$ cat src/rtl/mpu_load_if.sv
// Load-path bundle between the load transaction driver (master) and the load unit (slave),
// including the register-file write port the unit drives.
interface mpu_load_if #(
  parameter int M               = 4,
  parameter int N               = 4,
  parameter int MATRIX_REG_BITS = 3,
  parameter int FW              = 32
);
  localparam int MBITS = $clog2(M);
  localparam int NBITS = $clog2(N);

  logic                     load_req;
  logic [MBITS:0]           mem_m_load_size;
  logic [NBITS:0]           mem_n_load_size;
  logic [MATRIX_REG_BITS:0] mem_load_addr;
  logic [FW-1:0]            mem_load_element;
  logic                     mem_load_ack;
  logic                     mem_load_error;
  logic                     load_ready;

  logic                     reg_load_req;
  logic [MATRIX_REG_BITS:0] reg_load_addr;
  logic [FW-1:0]            reg_load_element;
  logic [MBITS:0]           reg_m_load_size;
  logic [NBITS:0]           reg_n_load_size;
  logic [MBITS:0]           reg_i_load_loc;
  logic [NBITS:0]           reg_j_load_loc;

  // Handshake: the master raises load_req and holds it until it sees mem_load_ack fall; each
  // ack-high cycle entitles the master to present one element in the following cycle.
  modport master (
    output load_req, mem_m_load_size, mem_n_load_size, mem_load_addr, mem_load_element,
    input  mem_load_ack, mem_load_error, load_ready,
    input  reg_load_req, reg_load_addr, reg_load_element, reg_m_load_size, reg_n_load_size,
    input  reg_i_load_loc, reg_j_load_loc
  );

  modport slave (
    input  load_req, mem_m_load_size, mem_n_load_size, mem_load_addr, mem_load_element,
    output mem_load_ack, mem_load_error, load_ready,
    output reg_load_req, reg_load_addr, reg_load_element, reg_m_load_size, reg_n_load_size,
    output reg_i_load_loc, reg_j_load_loc
  );
endinterface

$ cat src/rtl/mpu_load_unit.sv
// Matrix load engine: validates dimensions, opens an m*n-cycle ack window, and turns each
// element arriving one cycle behind the ack into a register-file write with its (i, j) location.
module mpu_load_unit #(
  parameter int M               = 4,
  parameter int N               = 4,
  parameter int MBITS           = $clog2(M),
  parameter int NBITS           = $clog2(N),
  parameter int MATRIX_REG_BITS = 3,
  parameter int FW              = 32
) (
  input  logic       clk,
  input  logic       rst,
  mpu_load_if.slave  bus,
  output logic [2:0] dbg_state
);
  localparam int CW = $clog2(M * N + 1);

  localparam logic [2:0] S_IDLE  = 3'd0;
  localparam logic [2:0] S_ACK   = 3'd1;
  localparam logic [2:0] S_DRAIN = 3'd2;
  localparam logic [2:0] S_HOLD  = 3'd3;
  localparam logic [2:0] S_ERR   = 3'd4;

  localparam logic [MBITS:0] M_MAX = M[MBITS:0];
  localparam logic [NBITS:0] N_MAX = N[NBITS:0];

  logic [2:0]               state;
  logic [CW-1:0]            cnt;
  logic                     ack;
  logic                     ack_d;
  logic [MBITS:0]           i_cnt, m_q, i_loc;
  logic [NBITS:0]           j_cnt, n_q, j_loc;
  logic [MATRIX_REG_BITS:0] addr_q;
  logic [FW-1:0]            elem_q;
  logic                     req_q;
  logic                     size_ok;
  logic [CW-1:0]            prod;

  assign size_ok = (bus.mem_m_load_size != '0) && (bus.mem_m_load_size <= M_MAX) &&
                   (bus.mem_n_load_size != '0) && (bus.mem_n_load_size <= N_MAX);
  assign prod    = CW'(bus.mem_m_load_size) * CW'(bus.mem_n_load_size);

  assign ack                  = (state == S_ACK);
  assign bus.mem_load_ack     = ack;
  assign bus.mem_load_error   = (state == S_ERR);
  assign bus.load_ready       = (state == S_IDLE);
  assign bus.reg_load_req     = req_q;
  assign bus.reg_load_addr    = addr_q;
  assign bus.reg_load_element = elem_q;
  assign bus.reg_m_load_size  = m_q;
  assign bus.reg_n_load_size  = n_q;
  assign bus.reg_i_load_loc   = i_loc;
  assign bus.reg_j_load_loc   = j_loc;
  assign dbg_state            = state;

  always_ff @(posedge clk or negedge rst) begin
    if (!rst) begin
      state  <= S_IDLE;
      cnt    <= '0;
      ack_d  <= 1'b0;
      i_cnt  <= '0;
      j_cnt  <= '0;
      m_q    <= '0;
      n_q    <= '0;
      addr_q <= '0;
      req_q  <= 1'b0;
      elem_q <= '0;
      i_loc  <= '0;
      j_loc  <= '0;
    end else begin
      ack_d <= ack;
      req_q <= ack_d;
      // The element for an ack cycle arrives one cycle later; the location advances with the write.
      if (ack_d) begin
        elem_q <= bus.mem_load_element;
        i_loc  <= i_cnt;
        j_loc  <= j_cnt;
        if (j_cnt == n_q - 1'b1) begin
          j_cnt <= '0;
          i_cnt <= i_cnt + 1'b1;
        end else begin
          j_cnt <= j_cnt + 1'b1;
        end
      end
      case (state)
        S_IDLE: begin
          if (bus.load_req) begin
            if (size_ok) begin
              m_q    <= bus.mem_m_load_size;
              n_q    <= bus.mem_n_load_size;
              addr_q <= bus.mem_load_addr;
              cnt    <= prod;
              i_cnt  <= '0;
              j_cnt  <= '0;
              state  <= S_ACK;
            end else begin
              state <= S_ERR;
            end
          end
        end
        S_ACK: begin
          cnt <= cnt - 1'b1;
          if (cnt == CW'(1)) state <= S_DRAIN;
        end
        S_DRAIN: state <= S_HOLD;
        // A request still held high after a load or an error must not retrigger.
        S_HOLD, S_ERR: begin
          if (!bus.load_req) state <= S_IDLE;
        end
        default: state <= S_IDLE;
      endcase
    end
  end
endmodule

$ cat src/flat_wrapper.sv
// flat-port wrapper written by rule: the top's interface ports become plain ports
module mpu_load_unit_flat 
#(
  parameter int M               = 4,
  parameter int N               = 4,
  parameter int MBITS           = $clog2(M),
  parameter int NBITS           = $clog2(N),
  parameter int MATRIX_REG_BITS = 3,
  parameter int FW              = 32
)
  (clk, rst, dbg_state, bus_load_req, bus_mem_m_load_size, bus_mem_n_load_size, bus_mem_load_addr, bus_mem_load_element, bus_mem_load_ack, bus_mem_load_error, bus_load_ready, bus_reg_load_req, bus_reg_load_addr, bus_reg_load_element, bus_reg_m_load_size, bus_reg_n_load_size, bus_reg_i_load_loc, bus_reg_j_load_loc);
  mpu_load_if #(.M(M), .N(N), .MATRIX_REG_BITS(MATRIX_REG_BITS), .FW(FW)) bus_i ();
  input  logic clk;
  input  logic rst;
  output logic [2:0] dbg_state;
  input wire logic [$bits(bus_i.load_req)-1:0] bus_load_req;
  input wire logic [$bits(bus_i.mem_m_load_size)-1:0] bus_mem_m_load_size;
  input wire logic [$bits(bus_i.mem_n_load_size)-1:0] bus_mem_n_load_size;
  input wire logic [$bits(bus_i.mem_load_addr)-1:0] bus_mem_load_addr;
  input wire logic [$bits(bus_i.mem_load_element)-1:0] bus_mem_load_element;
  output wire logic [$bits(bus_i.mem_load_ack)-1:0] bus_mem_load_ack;
  output wire logic [$bits(bus_i.mem_load_error)-1:0] bus_mem_load_error;
  output wire logic [$bits(bus_i.load_ready)-1:0] bus_load_ready;
  output wire logic [$bits(bus_i.reg_load_req)-1:0] bus_reg_load_req;
  output wire logic [$bits(bus_i.reg_load_addr)-1:0] bus_reg_load_addr;
  output wire logic [$bits(bus_i.reg_load_element)-1:0] bus_reg_load_element;
  output wire logic [$bits(bus_i.reg_m_load_size)-1:0] bus_reg_m_load_size;
  output wire logic [$bits(bus_i.reg_n_load_size)-1:0] bus_reg_n_load_size;
  output wire logic [$bits(bus_i.reg_i_load_loc)-1:0] bus_reg_i_load_loc;
  output wire logic [$bits(bus_i.reg_j_load_loc)-1:0] bus_reg_j_load_loc;
  assign bus_i.load_req = bus_load_req;
  assign bus_i.mem_m_load_size = bus_mem_m_load_size;
  assign bus_i.mem_n_load_size = bus_mem_n_load_size;
  assign bus_i.mem_load_addr = bus_mem_load_addr;
  assign bus_i.mem_load_element = bus_mem_load_element;
  assign bus_mem_load_ack = bus_i.mem_load_ack;
  assign bus_mem_load_error = bus_i.mem_load_error;
  assign bus_load_ready = bus_i.load_ready;
  assign bus_reg_load_req = bus_i.reg_load_req;
  assign bus_reg_load_addr = bus_i.reg_load_addr;
  assign bus_reg_load_element = bus_i.reg_load_element;
  assign bus_reg_m_load_size = bus_i.reg_m_load_size;
  assign bus_reg_n_load_size = bus_i.reg_n_load_size;
  assign bus_reg_i_load_loc = bus_i.reg_i_load_loc;
  assign bus_reg_j_load_loc = bus_i.reg_j_load_loc;
  mpu_load_unit #(.M(M), .N(N), .MBITS(MBITS), .NBITS(NBITS), .MATRIX_REG_BITS(MATRIX_REG_BITS), .FW(FW)) u_core (.clk(clk), .rst(rst), .bus(bus_i), .dbg_state(dbg_state));
endmodule
$ cat config.mk
export PLATFORM = sky130hd
export DESIGN_NAME = mpu_load_unit_flat
export DESIGN_NICKNAME = d
export VERILOG_FILES = /design/src/rtl/mpu_load_if.sv /design/src/rtl/mpu_load_unit.sv /design/src/flat_wrapper.sv
export SDC_FILE = /design/constraint.sdc
export NUM_CORES = 1
export LEC_CHECK = 0
export BUFFER_PORTS_ARGS = -buffer_cell sky130_fd_sc_hd__buf_2
export CELL_PAD_IN_SITES_DETAIL_PLACEMENT = 1
export CELL_PAD_IN_SITES_GLOBAL_PLACEMENT = 1
export CORE_UTILIZATION = 42
export DETAILED_ROUTE_END_ITERATION = 6
export PLACE_DENSITY = 0.93
export SLEW_MARGIN = 20
export SYNTH_ARGS = -nofsm -noshare
export SYNTH_HDL_FRONTEND = slang
export SYNTH_SLANG_ARGS = --single-unit
$ cat constraint.sdc
create_clock -name clk -period 2.76 [get_ports clk]
set_input_delay 0.552 -clock clk [delete_from_list [all_inputs] [get_ports clk]]
set_output_delay 0.552 -clock clk [all_outputs]
set_load 0.05 [all_outputs]
* Word level (Yosys, flattened, before mapping)
Cells that the tools add are included.
** Storage, ports and cells
- Flip-flop bits (word level) :: 64
- Output and inout port bits :: 55
- Logic and storage cells :: 58
** Operators by class
- $add $sub $neg :: 4
- $mul :: 1
- Order comparisons :: 2
- Eq/ne operators :: 10
- Mux-type cells :: 18
- Reductions and logical operators :: 11
** Operators with widths (number)
- 2-to-1 mux 3 bit :: 14
- one-hot mux 3 bit (4 select lines) :: 1
- 2-to-1 mux 5 bit :: 2
- one-hot mux 5 bit (2 select lines) :: 1
- AND reduction 3 bit :: 3
- adder 3 x 1 -> 3 bit (second input constant) :: 2
- == test 3 x 2 -> 1 bit (second input constant) :: 2
- <= comparator 3 bit (second input constant) :: 2
- != test 2 bit (second input constant) :: 3
- nonzero test 3 bit :: 2
- == test 5 x 1 -> 1 bit (second input constant) :: 1
- multiplier 3 x 3 -> 5 bit :: 1
- subtractor 5 x 1 -> 5 bit (second input constant) :: 1
- == test 3 x 1 -> 1 bit (second input constant) :: 1
- == test 3 bit :: 1
- == test 3 bit (second input constant) :: 1
- logical AND 1 bit :: 3
- logical NOT 3 bit :: 1
- subtractor 3 x 1 -> 3 bit (second input constant) :: 1
- != test 2 x 1 -> 1 bit (second input constant) :: 1
- nonzero test 2 bit :: 1
- OR reduction 2 bit :: 1

* Logic depth before layout (Yosys ltp)
- Depth in word-level cells :: 7
- Gate-level depth with buffers :: 8

* Worst setup path before layout
Ideal clock, no wire load.
- Path kind :: register -> register
- From :: register u_core.state[0] (netlist: u_core.dbg_state[0])
- To :: register u_core.cnt[4]
- Arrival :: 2.804 ns
- Data required time :: 2.640 ns
- Slack :: -0.164 ns
- Cell stages (with the launch flop) :: 4
- Clock period less this slack :: 2.924 ns
- Cell sequence :: dfrtp_1 -> nor3b_1 -> nand3_1 -> a31o_2
** Between the ends
- Word-level cells in the longest chain between the ends :: 3
** Ends and longest elaborated chain
- from (decl) :: RTL line mpu_load_unit.sv:27 : logic [2:0] state;
- from (signal assigned) :: RTL line mpu_load_unit.sv:58 : state <= S_IDLE;
- from (signal assigned) :: RTL line mpu_load_unit.sv:95 : state <= S_ACK;
- from (signal assigned) :: RTL line mpu_load_unit.sv:97 : state <= S_ERR;
- == test 3 x 1 -> 1 bit (*)
- via bus_mem_load_ack :: RTL line flat_wrapper.sv:21 : output wire logic [$bits(bus_i.mem_load_ack)-1:0] bus_mem_load_ack;
- nonzero test 2 bit (no source line)
- AND reduction 3 bit (no source line)
- to (signal assigned) :: RTL line mpu_load_unit.sv:92 : cnt <= prod;
- to (signal assigned) :: RTL line mpu_load_unit.sv:102 : cnt <= cnt - 1'b1;
- to (decl) :: RTL line mpu_load_unit.sv:28 : logic [CW-1:0] cnt;
Mark *: on every way through the listed nets, which the timed path passes. The rest lies on a longest branch.
A chain may end at the register's enable or synchronous reset.

* Final worst setup path
- From :: input bus_mem_m_load_size[0]
- To :: register u_core.cnt[4]
** Between the ends
- Word-level cells in the longest chain between the ends :: 6
** Ends and longest elaborated chain
- from (decl) :: RTL line flat_wrapper.sv:17 : input wire logic [$bits(bus_i.mem_m_load_size)-1:0] bus_mem_m_load_size;
- branches (longest 6 deep; another with multiplier 3 x 3 -> 5 bit)
Parallel ways; which one is timed is not known. The select of a mux whose other input is x is not followed.

==> results.txt <==
Synth Register Bits: 64
RePlAce Congestion: 0.818
fmax: 421 MHz
fill cell count: 703
Setup crit end kind: flop
CTS clk-pin slew, worst paths: 0.08 ns
CP max FO: 6
final hold vios: 0
H-Tree Depth: 3
area occupied by multi-input gates: 1220 um^2
main area contributors after synthesis: dfrtp_1 (56%), mux2_2 (16%), ha_1 (3.5%)
Vias/cell: 5.09
CTS tree: built
failing checks: DRC
gr ovfl total: 0
GR Util All Layers: 0.201
DRC violations left: 13
PortBufs: 99
Routed WL: 6680 um
slowest cell delay on critical path: 0.49 ns
worst setup margin: 0.385 ns
Crit-path slowest cell: fa_1
Post-synth ARST share: 1.00
core area: 6490 um^2
post-DR wirelength/cell: 16.4 um
Cells after Synth: 217
I/O Pins: 100
final setup fails: 0
Iter 0 DRT Violations: 81
worst path arrival time: 2.65 ns
Synth Flop Type: dfrtp_1
Worst-Margin Slew: 0.699 ns
Setup TNS: 0 ns
post-synth top area share: 0.556
clk buf depth: 2
pre-CTS WS: 0.0120 ns
EDFF count, synth: 0
worst min path class: input pin to asynchronous set/reset pin
syn_nets: 272
FP Rows: 29
most common cell in the netlist: dfrtp_1
Starting Density: 0.444
Resized cells post-CTS: 0
die width: 84.8 um
vias in the first global route: 2192
hold_buf cts: 0
ANT nets after route: 0
first-pass GRT wire length: 10900 um
HPWL Detailed: 4890 um
fin crit share: 0.861
Ant. Diodes: 0
initial antenna violation count: 0
Layout Nets: 380
crit path time final: 2.38 ns
CTS sink count: 64
Critical Path RT: 3.03 ns
Max Slew Vio Count: 0
register area share after synthesis: 0.556
Worst Skew: 0.0119 ns
commonest cells in the netlist: dfrtp_1 (64), mux2_2 (42), inv_1 (9), nor2_1 (9)
Synth Warn #: 0
MaxCap Viol Count: 0
Clock Tree Root: clkbuf_8
layout cells sized above 1: 0.518
largest net degree at the start of global routing: 35
cell accounting for the most synthesized area: dfrtp_1
setup bufs post-CTS: 0
CP Cell Sequence: buf_2, and2_1, fa_1, ha_1, fa_1, xnor2_1, xnor2_1, o32ai_1, a31o_2
CTS buffer count: 9
crit start category: input pin
Avg Cell Area, Syn: 13.3 um^2
Worst slew margin: 0.534
status: finished with violations
Reg area: 1600 um^2
Pre-antenna DRT Iters: 6
area grow syn2layout: 29.6%
Distinct cells, synth: 38
RSZ-0062 raised after global routing: no
Vias: 2072
synthesized area: 2880 um^2
worst skew pair latency: 0.34 ns
die height: 84.8 um
die area: 7200 um^2
WS Path Type: input pin to flop
## critical path, delay by kind of cell
family                   cells  cell delay, ns
AND/OR/NAND/NOR              1            0.18
adder cells (fa/ha/maj)      3            1.09
XOR/XNOR                     2            0.28
AO/OA/AOI/OAI                2            0.42
buffers and inverters        1            0.13
## state kept, by name, summed over array words and instances (netlist names)
register                     count
u_core.bus.reg_i_load_loc        3
u_core.bus.reg_j_load_loc        3
u_core.bus.reg_load_req          1
u_core.dbg_state                 3
u_core.bus.reg_n_load_size       3
u_core.j_cnt                     3
u_core.i_cnt                     3
u_core.bus.reg_m_load_size       3
u_core.cnt                       5
u_core.bus.reg_load_element     32
u_core.bus.reg_load_addr         4
u_core.ack_d                     1
## final timing paths
kind / depth (start not counted) / from / end / slack (ns)
worst max-delay path: 9 / bus_mem_m_load_size[0] / u_core.cnt[4]$_DFFE_PN0P_ / 0.38
max in group asynchronous: 2 / rst / u_core.bus.reg_load_element[1]$_DFFE_PN0P_ / 1.87
worst min-delay path: 1 / rst / u_core.bus.reg_i_load_loc[2]$_DFFE_PN0P_ / 0.15
min in group clk: 2 / bus_mem_load_element[16] / u_core.bus.reg_load_element[16]$_DFFE_PN0P_ / 0.44
worst max register to register: 6 / u_core.bus.reg_n_load_size[0]$_DFFE_PN0P_ / u_core.i_cnt[2]$_DFF_PN0_ / 0.85
worst min register to register: 1 / u_core.bus.reg_load_element[1]$_DFFE_PN0P_ / u_core.bus.reg_load_element[1]$_DFFE_PN0P_ / 0.50
## cells by family (layout without fill, tap and decap cells)
kind of cell	after synthesis	in the layout	synth area share
xor gates and xnor gates	7	7	0.0261
and+or+nand+nor	46	46	0.0882
DFF	64	64	0.556
buffers and inverters	16	129	0.0239
AOI/OAI and AO/OA	23	23	0.0534
muxes	51	51	0.204
adders and majority gates	10	10	0.0486
## layout by cell type, fill, tap and decap left out, types with 4 or more instances in the layout
| cell | n |
|---|---|
| clkbuf_8 | 10 |
| nand2_1 | 5 |
| inv_1 | 9 |
| xor2_1 | 4 |
| nand3_1 | 6 |
| nor2_1 | 9 |
| dfrtp_1 | 63 |
| buf_4 | 5 |
| and2_1 | 8 |
| mux2_4 | 5 |
| buf_2 | 99 |
| ha_1 | 8 |
| a21oi_1 | 6 |
| mux2i_1 | 4 |
| mux2_2 | 42 |
## cell type report
type	instances	share of cell area
clock buffer	10	0.0369
clock inverter	6	0.0308
inverter	9	0.00905
multi-input combinational	137	0.326
sequential	64	0.429
tap	77	0.0258
timing repair buffer	104	0.143
## per-layer routing
metal  track usage  up-vias  wire [um]
met1         0.245     1003       3000
met4        0.0601        0         63
met3        0.0661        6        380
li1              -      983          -
met5             0        -          0
met2         0.341       80       3230
## per-stage QoR
stage / area, um^2 / utilization / cells / hold WS [ns]
2_1_floorplan: 2890 / - / 217 / 0.256
3_3_place_gp: 3480 / 0.536 / 391 / 0.484
3_5_place_dp: 3480 / 0.536 / 391 / 0.491
4_1_cts: 3730 / 0.575 / 407 / 0.147
5_1_grt: 3730 / 0.575 / 407 / 0.164
6_report: 3730 / 0.575 / 407 / 0.147
Power is not shown: default switching activity piles up to over one toggle a cycle in this logic, so the estimate is an artifact.
